`src/rtl/demux_pkg.sv`:
```
// Shared constants and slot-placement helper for the demux packer.
// Slot 0 sits at the MSB end of the packed word.
package demux_pkg;

    localparam int DEF_DATA_W    = 4;
    localparam int DEF_NUM_SLOTS = 8;
    localparam int WORD_W        = DEF_DATA_W * DEF_NUM_SLOTS;
    localparam int SEL_W         = $clog2(DEF_NUM_SLOTS);

    typedef logic [DEF_NUM_SLOTS-1:0] slot_mask_t;

    // Top bit of slot k inside a word of num_slots beats of data_w bits.
    function automatic int slot_msb(input int k, input int data_w, input int num_slots);
        return num_slots * data_w - 1 - k * data_w;
    endfunction

endpackage

```
`src/rtl/demux_out_stage.sv`:
```
// One-deep registered valid/ready holding stage for the packed word and its slot mask.
// A load while the held word drains replaces it in the same edge, so there is no bubble.
module demux_out_stage #(
    parameter int WORD_W    = 32,
    parameter int NUM_SLOTS = 8
) (
    input  logic                 clk,
    input  logic                 rst_n,
    input  logic                 load,
    input  logic [WORD_W-1:0]    ld_data,
    input  logic [NUM_SLOTS-1:0] ld_mask,
    input  logic                 ready,
    output logic                 valid,
    output logic [WORD_W-1:0]    data,
    output logic [NUM_SLOTS-1:0] mask,
    output logic                 free
);

    assign free = !valid || ready;

    always_ff @(posedge clk or negedge rst_n) begin
        if (!rst_n) begin
            valid <= 1'b0;
            data  <= '0;
            mask  <= '0;
        end else if (load) begin
            valid <= 1'b1;
            data  <= ld_data;
            mask  <= ld_mask;
        end else if (ready) begin
            valid <= 1'b0;
        end
    end

endmodule

```
`src/rtl/demux_packer.sv`:
```
// Packs DATA_W-bit beats into a NUM_SLOTS-slot word, by auto-increment or explicit slot select,
// and hands the word plus a written-slot mask to a registered output stage.
module demux_packer #(
    parameter int DATA_W    = 4,
    parameter int NUM_SLOTS = 8,
    parameter int AUTO_MODE = 1
) (
    input  logic                           inClk,
    input  logic                           inResetn,
    input  logic                           inValid,
    output logic                           inReady,
    input  logic [DATA_W-1:0]              inData,
    input  logic [$clog2(NUM_SLOTS)-1:0]   inSel,
    input  logic                           inLast,
    output logic                           outValid,
    input  logic                           outReady,
    output logic [DATA_W*NUM_SLOTS-1:0]    outData,
    output logic [NUM_SLOTS-1:0]           outMask,
    output logic                           outErr
);

    localparam int WORD_W = DATA_W * NUM_SLOTS;
    localparam int SEL_W  = $clog2(NUM_SLOTS);

    import demux_pkg::*;

    logic [WORD_W-1:0]    buf_q, nxt_buf;
    logic [NUM_SLOTS-1:0] mask_q, nxt_mask;
    logic [SEL_W-1:0]     cnt_q, idx;
    logic                 pending_q, err_q;
    logic                 accept, sel_bad, wr, complete, out_free, load;

    assign inReady  = !pending_q;
    assign accept   = inValid && inReady;
    assign idx      = (AUTO_MODE != 0) ? cnt_q : inSel;
    assign sel_bad  = (AUTO_MODE == 0) && ({1'b0, inSel} >= (SEL_W+1)'(NUM_SLOTS));
    assign wr       = accept && !sel_bad;
    assign outErr   = err_q;

    // Buffer/mask as they stand after this cycle's write; also what gets loaded on completion.
    for (genvar k = 0; k < NUM_SLOTS; k++) begin : g_slot
        localparam int MSB = slot_msb(k, DATA_W, NUM_SLOTS);
        logic hit;
        assign hit                      = wr && (idx == SEL_W'(k));
        assign nxt_buf[MSB -: DATA_W]   = hit ? inData : buf_q[MSB -: DATA_W];
        assign nxt_mask[NUM_SLOTS-1-k]  = mask_q[NUM_SLOTS-1-k] | hit;
    end

    assign complete = accept && (inLast || (&nxt_mask));
    assign load     = out_free && (complete || pending_q);

    always_ff @(posedge inClk or negedge inResetn) begin
        if (!inResetn) begin
            buf_q     <= '0;
            mask_q    <= '0;
            cnt_q     <= '0;
            pending_q <= 1'b0;
            err_q     <= 1'b0;
        end else begin
            err_q <= accept && sel_bad;
            if (accept)
                cnt_q <= complete ? '0 : cnt_q + 1'b1;
            if (load) begin
                buf_q     <= '0;
                mask_q    <= '0;
                pending_q <= 1'b0;
            end else if (accept) begin
                // A completing beat that cannot leave yet parks the word and stalls input.
                buf_q     <= nxt_buf;
                mask_q    <= nxt_mask;
                pending_q <= complete;
            end
        end
    end

    demux_out_stage #(
        .WORD_W    (WORD_W),
        .NUM_SLOTS (NUM_SLOTS)
    ) u_out (
        .clk     (inClk),
        .rst_n   (inResetn),
        .load    (load),
        .ld_data (nxt_buf),
        .ld_mask (nxt_mask),
        .ready   (outReady),
        .valid   (outValid),
        .data    (outData),
        .mask    (outMask),
        .free    (out_free)
    );

endmodule

```
`config.mk`:
```
export PLATFORM = sky130hd
export DESIGN_NAME = demux_packer
export DESIGN_NICKNAME = d
export VERILOG_FILES = /design/src/rtl/demux_pkg.sv /design/src/rtl/demux_out_stage.sv /design/src/rtl/demux_packer.sv
export SDC_FILE = /design/constraint.sdc
export NUM_CORES = 1
export LEC_CHECK = 0
export CAP_MARGIN = 20
export CELL_PAD_IN_SITES_DETAIL_PLACEMENT = 0
export CELL_PAD_IN_SITES_GLOBAL_PLACEMENT = 1
export CORE_MARGIN = 5
export CORE_UTILIZATION = 40
export CTS_CLUSTER_SIZE = 16
export DETAILED_ROUTE_END_ITERATION = 7
export PLACE_DENSITY_LB_ADDON = 0.1
export SLEW_MARGIN = 20
export SYNTH_ARGS = -nofsm -noshare
export SYNTH_HDL_FRONTEND = slang
export SYNTH_SLANG_ARGS = --single-unit
```
`constraint.sdc`:
```
create_clock -name inClk -period 4.1 [get_ports inClk]
set_input_delay 0.41 -clock inClk [delete_from_list [all_inputs] [get_ports inClk]]
set_output_delay 0.41 -clock inClk [all_outputs]
set_load 0.03 [all_outputs]
```
**Word-level counts from Yosys, hierarchy flattened**

Index checks and enable logic that the tools add are counted.

- Flip-flop bits (word level): 85
- Output and inout bits: 43

- $add $sub $neg: 1
- Equality and inequality tests: 7
- Multiplexer cells: 17
- Bitwise operators: 8
- Reductions and logical operators: 20

Operator list:

| operator | number |
|---|---|
| two-way mux 32 bit | 2 |
| two-way mux 4 bit | 8 |
| two-way mux 8 bit | 2 |
| == test 3 bit (second input constant) | 4 |
| logical AND 1 bit | 11 |
| bitwise OR 1 bit | 8 |
| AND reduction 8 bit | 1 |
| == test 3 x 2 -> 1 bit (second input constant) | 2 |
| two-way mux 1 bit | 4 |
| nonzero test 2 bit | 2 |
| adder 3 x 1 -> 3 bit (second input constant) | 1 |
| == test 3 x 1 -> 1 bit (second input constant) | 1 |
| zero test 3 bit | 1 |
| logical OR 1 bit | 3 |
| two-way mux 3 bit | 1 |
| zero test 1 bit | 2 |

**Depth between registers and ports, before layout**

- Depth in word-level cells: 10
- Depth in mapped cells: 10
- Gate-level depth less buffers: 7

**By module**

A second synthesis with hierarchy kept.

- Cells, all modules: 346
- Area total of the unflattened synthesis: 4,307.9 um^2

By module, submodules not included:

| module | times used | cells an instance | area each (um^2) |
|---|---|---|---|
| demux_packer | 1 | 258 | 2,581.2 |
| demux_out_stage | 1 | 88 | 1,726.7 |

**Worst setup path before layout**

Ideal clock, no wire load.

- Path type: flip-flop to flip-flop
- Start: register cnt_q[0]
- End: register u_out.data[10]
- Arrival time: 2,119 ps
- Slack: 1,857 ps
- Cell stages (with the launch flop): 9
- Buffers on the path: 1
- Period minus slack after synthesis: 2,243 ps
- Path through: dfrtp_1 > inv_1 > ha_1 > nor2b_1 > a32o_1 > nand4_1 > o32ai_4 > buf_4 > mux2_2

- Cells in the longest elaborated chain, start to end: 8
- Elaborated cells on any way between the ends: 30

Ends and longest elaborated chain:

| what | line | source |
|---|---|---|
| from (decl) | demux_packer.sv:29 | `logic [SEL_W-1:0] cnt_q, idx;` |
| from (signal assigned) | demux_packer.sv:62 | `cnt_q <= complete ? '0 : cnt_q + 1'b1;` |
| == test 3 bit, or another cell as far along | demux_packer.sv:44 | `assign hit = wr && (idx == SEL_W'(k));` |
| logical AND 1 bit | demux_packer.sv:44 |  |
| bitwise OR 1 bit | demux_packer.sv:46 | `assign nxt_mask[NUM_SLOTS-1-k] = mask_q[NUM_SLOTS-1-k] \| hit;` |
| AND reduction 8 bit | demux_packer.sv:49 | `assign complete = accept && (inLast \|\| (&nxt_mask));` |
| logical OR 1 bit | demux_packer.sv:49 |  |
| logical AND 1 bit | demux_packer.sv:49 |  |
| logical OR 1 bit | demux_packer.sv:50 | `assign load = out_free && (complete \|\| pending_q);` |
| logical AND 1 bit | demux_packer.sv:50 |  |
| to (signal assigned) | demux_out_stage.sv:28 | `data <= ld_data;` |
| to (decl) | demux_out_stage.sv:14 | `output logic [WORD_W-1:0] data,` |

Several ways; a longest one is shown, not always the timed one.
A chain may end at the register's enable or synchronous reset.

**Worst setup path in the final report**

Ends and elaborated chain as after synthesis.

==> flow_summary.json <==
{
  "whs_ps": 133,
  "yosysWarnings": 0,
  "p_sw_share_pct": 31.2,
  "drive_gt1_share_pct": 9.28,
  "fin_area_sq_um": 4510,
  "fin_nets": 390,
  "cts_resized": 0,
  "maxCapViolations": 0,
  "preCtsSetupSlack_ps": 1110,
  "slew_viol_final": 0,
  "final.setup.tns_ps": 0,
  "status": "completed",
  "worst_setup_path_start_kind": "flop",
  "fmaxAchievable_mhz": 380,
  "fin_crit_sh_pct": 64.2,
  "rows": 35,
  "cts_sinks": 85,
  "min_period_ps": 2630,
  "critical_path.endpoint_type": "flop",
  "syn_nets": 340,
  "synth_ff_type": "dfrtp_1",
  "clock_latency_ps": 340,
  "dp.cells": 472,
  "grt_pass1_vias": 2640,
  "p_leak_uw": 0.00209,
  "post_cts_buffers": 0,
  "placed_area_sq_um": 4310,
  "final_cells": 488,
  "p_int_uw": 1430,
  "critPathArrivalTime_ps": 2860,
  "start_util_pct": 40.5,
  "grt_max_degree": 71,
  "drtAntennaViolNets": 0,
  "gp_congestion": 0.780,
  "dr.pass1.iters": 4,
  "cts_made_buffers": 9,
  "via_per_inst": 5.18,
  "async_flop_share_pct": 100,
  "crit_type": "flop to flop",
  "clockBufferDepth": 2,
  "die_y_um": 106,
  "tightest_slew_ps": 760,
  "antenna_found_initial": 0,
  "synth_adder_area_share_pct": 2.04,
  "synth_xor_area_share_pct": 0,
  "synth_compound_area_share_pct": 14.1,
  "setup-violations-final": 0,
  "hold_path_class": "input pin to async pin",
  "final_hold_viol_count": 0,
  "syn2layout_area_growth_pct": 22.2,
  "wl_mm": 8.30,
  "rsz0062_at_grt": "false",
  "cts_root_buf": "clkbuf_8",
  "grt_overflow": 0,
  "antennaDiodeCount": 0,
  "slew_headroom_pct": 49.3,
  "synthMuxAreaShare_pct": 12.4,
  "synth.avg_cell_area_sq_um": 11.5,
  "p_per_area_nw_per_um2": 461,
  "cts.htree.levels": 3,
  "ctsHoldBuffers": 0,
  "grt.total_usage_pct": 15.5,
  "switchingPower_uw": 648,
  "worst_slack_ps": 1470,
  "cp.required_ps": 4330,
  "portBuffers": 50,
  "seq_area_sq_um": 2130,
  "n_fill_cell": 848,
  "crit_path_max_fanout": 70,
  "netlist_area_sq_um": 3690,
  "ys_seq_elements": 85,
  "synth_simple_gate_area_share_pct": 9.60,
  "syn_inst": 322,
  "core-area_sq_um": 9110,
  "drtIter0Drc": 82,
  "drc_errors": 0,
  "clk_pin_slew_worst_paths_ps": 90,
  "num_vias": 2528,
  "multi_input_area_sq_um": 1410,
  "dp_hpwl_mm": 5.49,
  "p_seq_share_pct": 47.0,
  "fp.dieW_um": 106,
  "ir_drop_mv": 0.235,
  "grt_first_pass_wirelength_mm": 13.9,
  "clkPwrFrac_pct": 29.3,
  "synth_edf_count": 0,
  "cts_tree": "yes",
  "combPwrFrac_pct": 23.7,
  "yosysSeqAreaShare_pct": 57.7,
  "clock_skew_ps": 9.37,
  "die-area_sq_um": 11200,
  "routedWlPerCell_um": 17.0,
  "synth_top_family_by_area": "compound AO/OA/AOI/OAI gates",
  "synth_cell_types": 34,
  "io_pins": 55
}
[power by group through the flow]
stage	logic, uW	registers (uW)	clock network, uW
6_report	491	976	609
5_1_grt	530	990	658
4_1_cts	499	977	622
3_5_place_dp	496	995	0
3_3_place_gp	493	991	0
2_1_floorplan	187	1100	0
[area by class of cell]
cell class                      count  area share [%]
Tap cell                          111            3.08
Sequential cell                    85            47.2
Multi-Input combinational cell    205            31.4
Inverter                           11           0.916
Clock buffer                       11            3.14
Clock inverter                      5            1.31
Timing Repair Buffer               60            13.0
[flip-flops by register name, indices dropped and copies added (netlist names)]
signal	flops
pending_q	1
u_out.valid	1
u_out.data	32
mask_q	8
cnt_q	3
buf_q	32
u_out.mask	8
[per-layer routing]
| layer | GRT usage, % | routed length, um |
|---|---|---|
| met3 | 2.67 | 330 |
| met1 | 22.3 | 4120 |
| met5 | 0 | 0 |
| met4 | 4.44 | 93 |
| met2 | 24.2 | 3760 |
[worst max-delay path, stage by stage (launching register included)]
cell and delay, ps:
dfrtp_1 420, inv_1 120, ha_1 170, nor2b_1 260, a32o_1 250, nand4_1 180, o32ai_4 350, buf_12 330
mux2_2 380
[synth_stat cells (4+ instances only)]
cell type	count	share of area [%]
inv_1	11	1.1
ha_1	6	2.0
o21ai_0	34	4.6
o22ai_1	34	5.8
mux2_2	7	2.1
buf_2	7	0.95
clkbuf_1	9	0.92
nand2b_1	7	1.2
buf_4	5	1.0
o211ai_1	4	0.81
nor2b_1	9	1.5
dfrtp_1	85	58
nand2_1	41	4.2
mux2_1	31	9.5
nor2_1	6	0.61
[kinds of logic (layout without fill, tap and decap cells)]
kind of cell / after synthesis / in the layout
flip-flops: 85 / 85
AO/OA/AOI/OAI: 84 / 84
AND/OR/NAND/NOR: 73 / 73
multiplexers: 41 / 41
buffers and inverters: 32 / 87
adder cells (fa/ha/maj): 6 / 6
other: 1 / 1
[stage by stage]
stage / util (%) / power (uW)
finish: 49.5 / 2080
global route: 49.5 / 2180
CTS: 49.5 / 2100
detailed placement: 47.3 / 1490
global placement: 47.3 / 1480
floorplan: - / 1290
[worst paths after layout]
kind | start | to | slack [ps] | cells past startpoint
worst max-delay path | cnt_q[0] | u_out.data[10] | 1470 | 8
max in group asynchronous | inResetn | buf_q[12] | 3100 | 2
worst min-delay path | inResetn | u_out.data[25] | 130 | 1
worst max register to register | cnt_q[0] | u_out.data[10] | 1470 | 8
min in group inClk | u_out.data[26] | u_out.data[26] | 490 | 1
worst min register to register | u_out.data[26] | u_out.data[26] | 490 | 1
[cell usage in the layout (no fill, tap or decap), types with 3 or more instances in the layout]
cell type / count
o21ai_0: 34
o211ai_1: 4
clkdlybuf4s50_1: 49
mux2_2: 7
mux2_1: 31
dfrtp_1: 85
mux2i_1: 3
o22ai_1: 34
a21oi_1: 3
clkbuf_8: 10
nand2_1: 41
buf_4: 10
nor2b_1: 9
nand2b_1: 7
nor2_1: 6
ha_1: 6
inv_1: 11
Power figures use the tool's default switching activity.
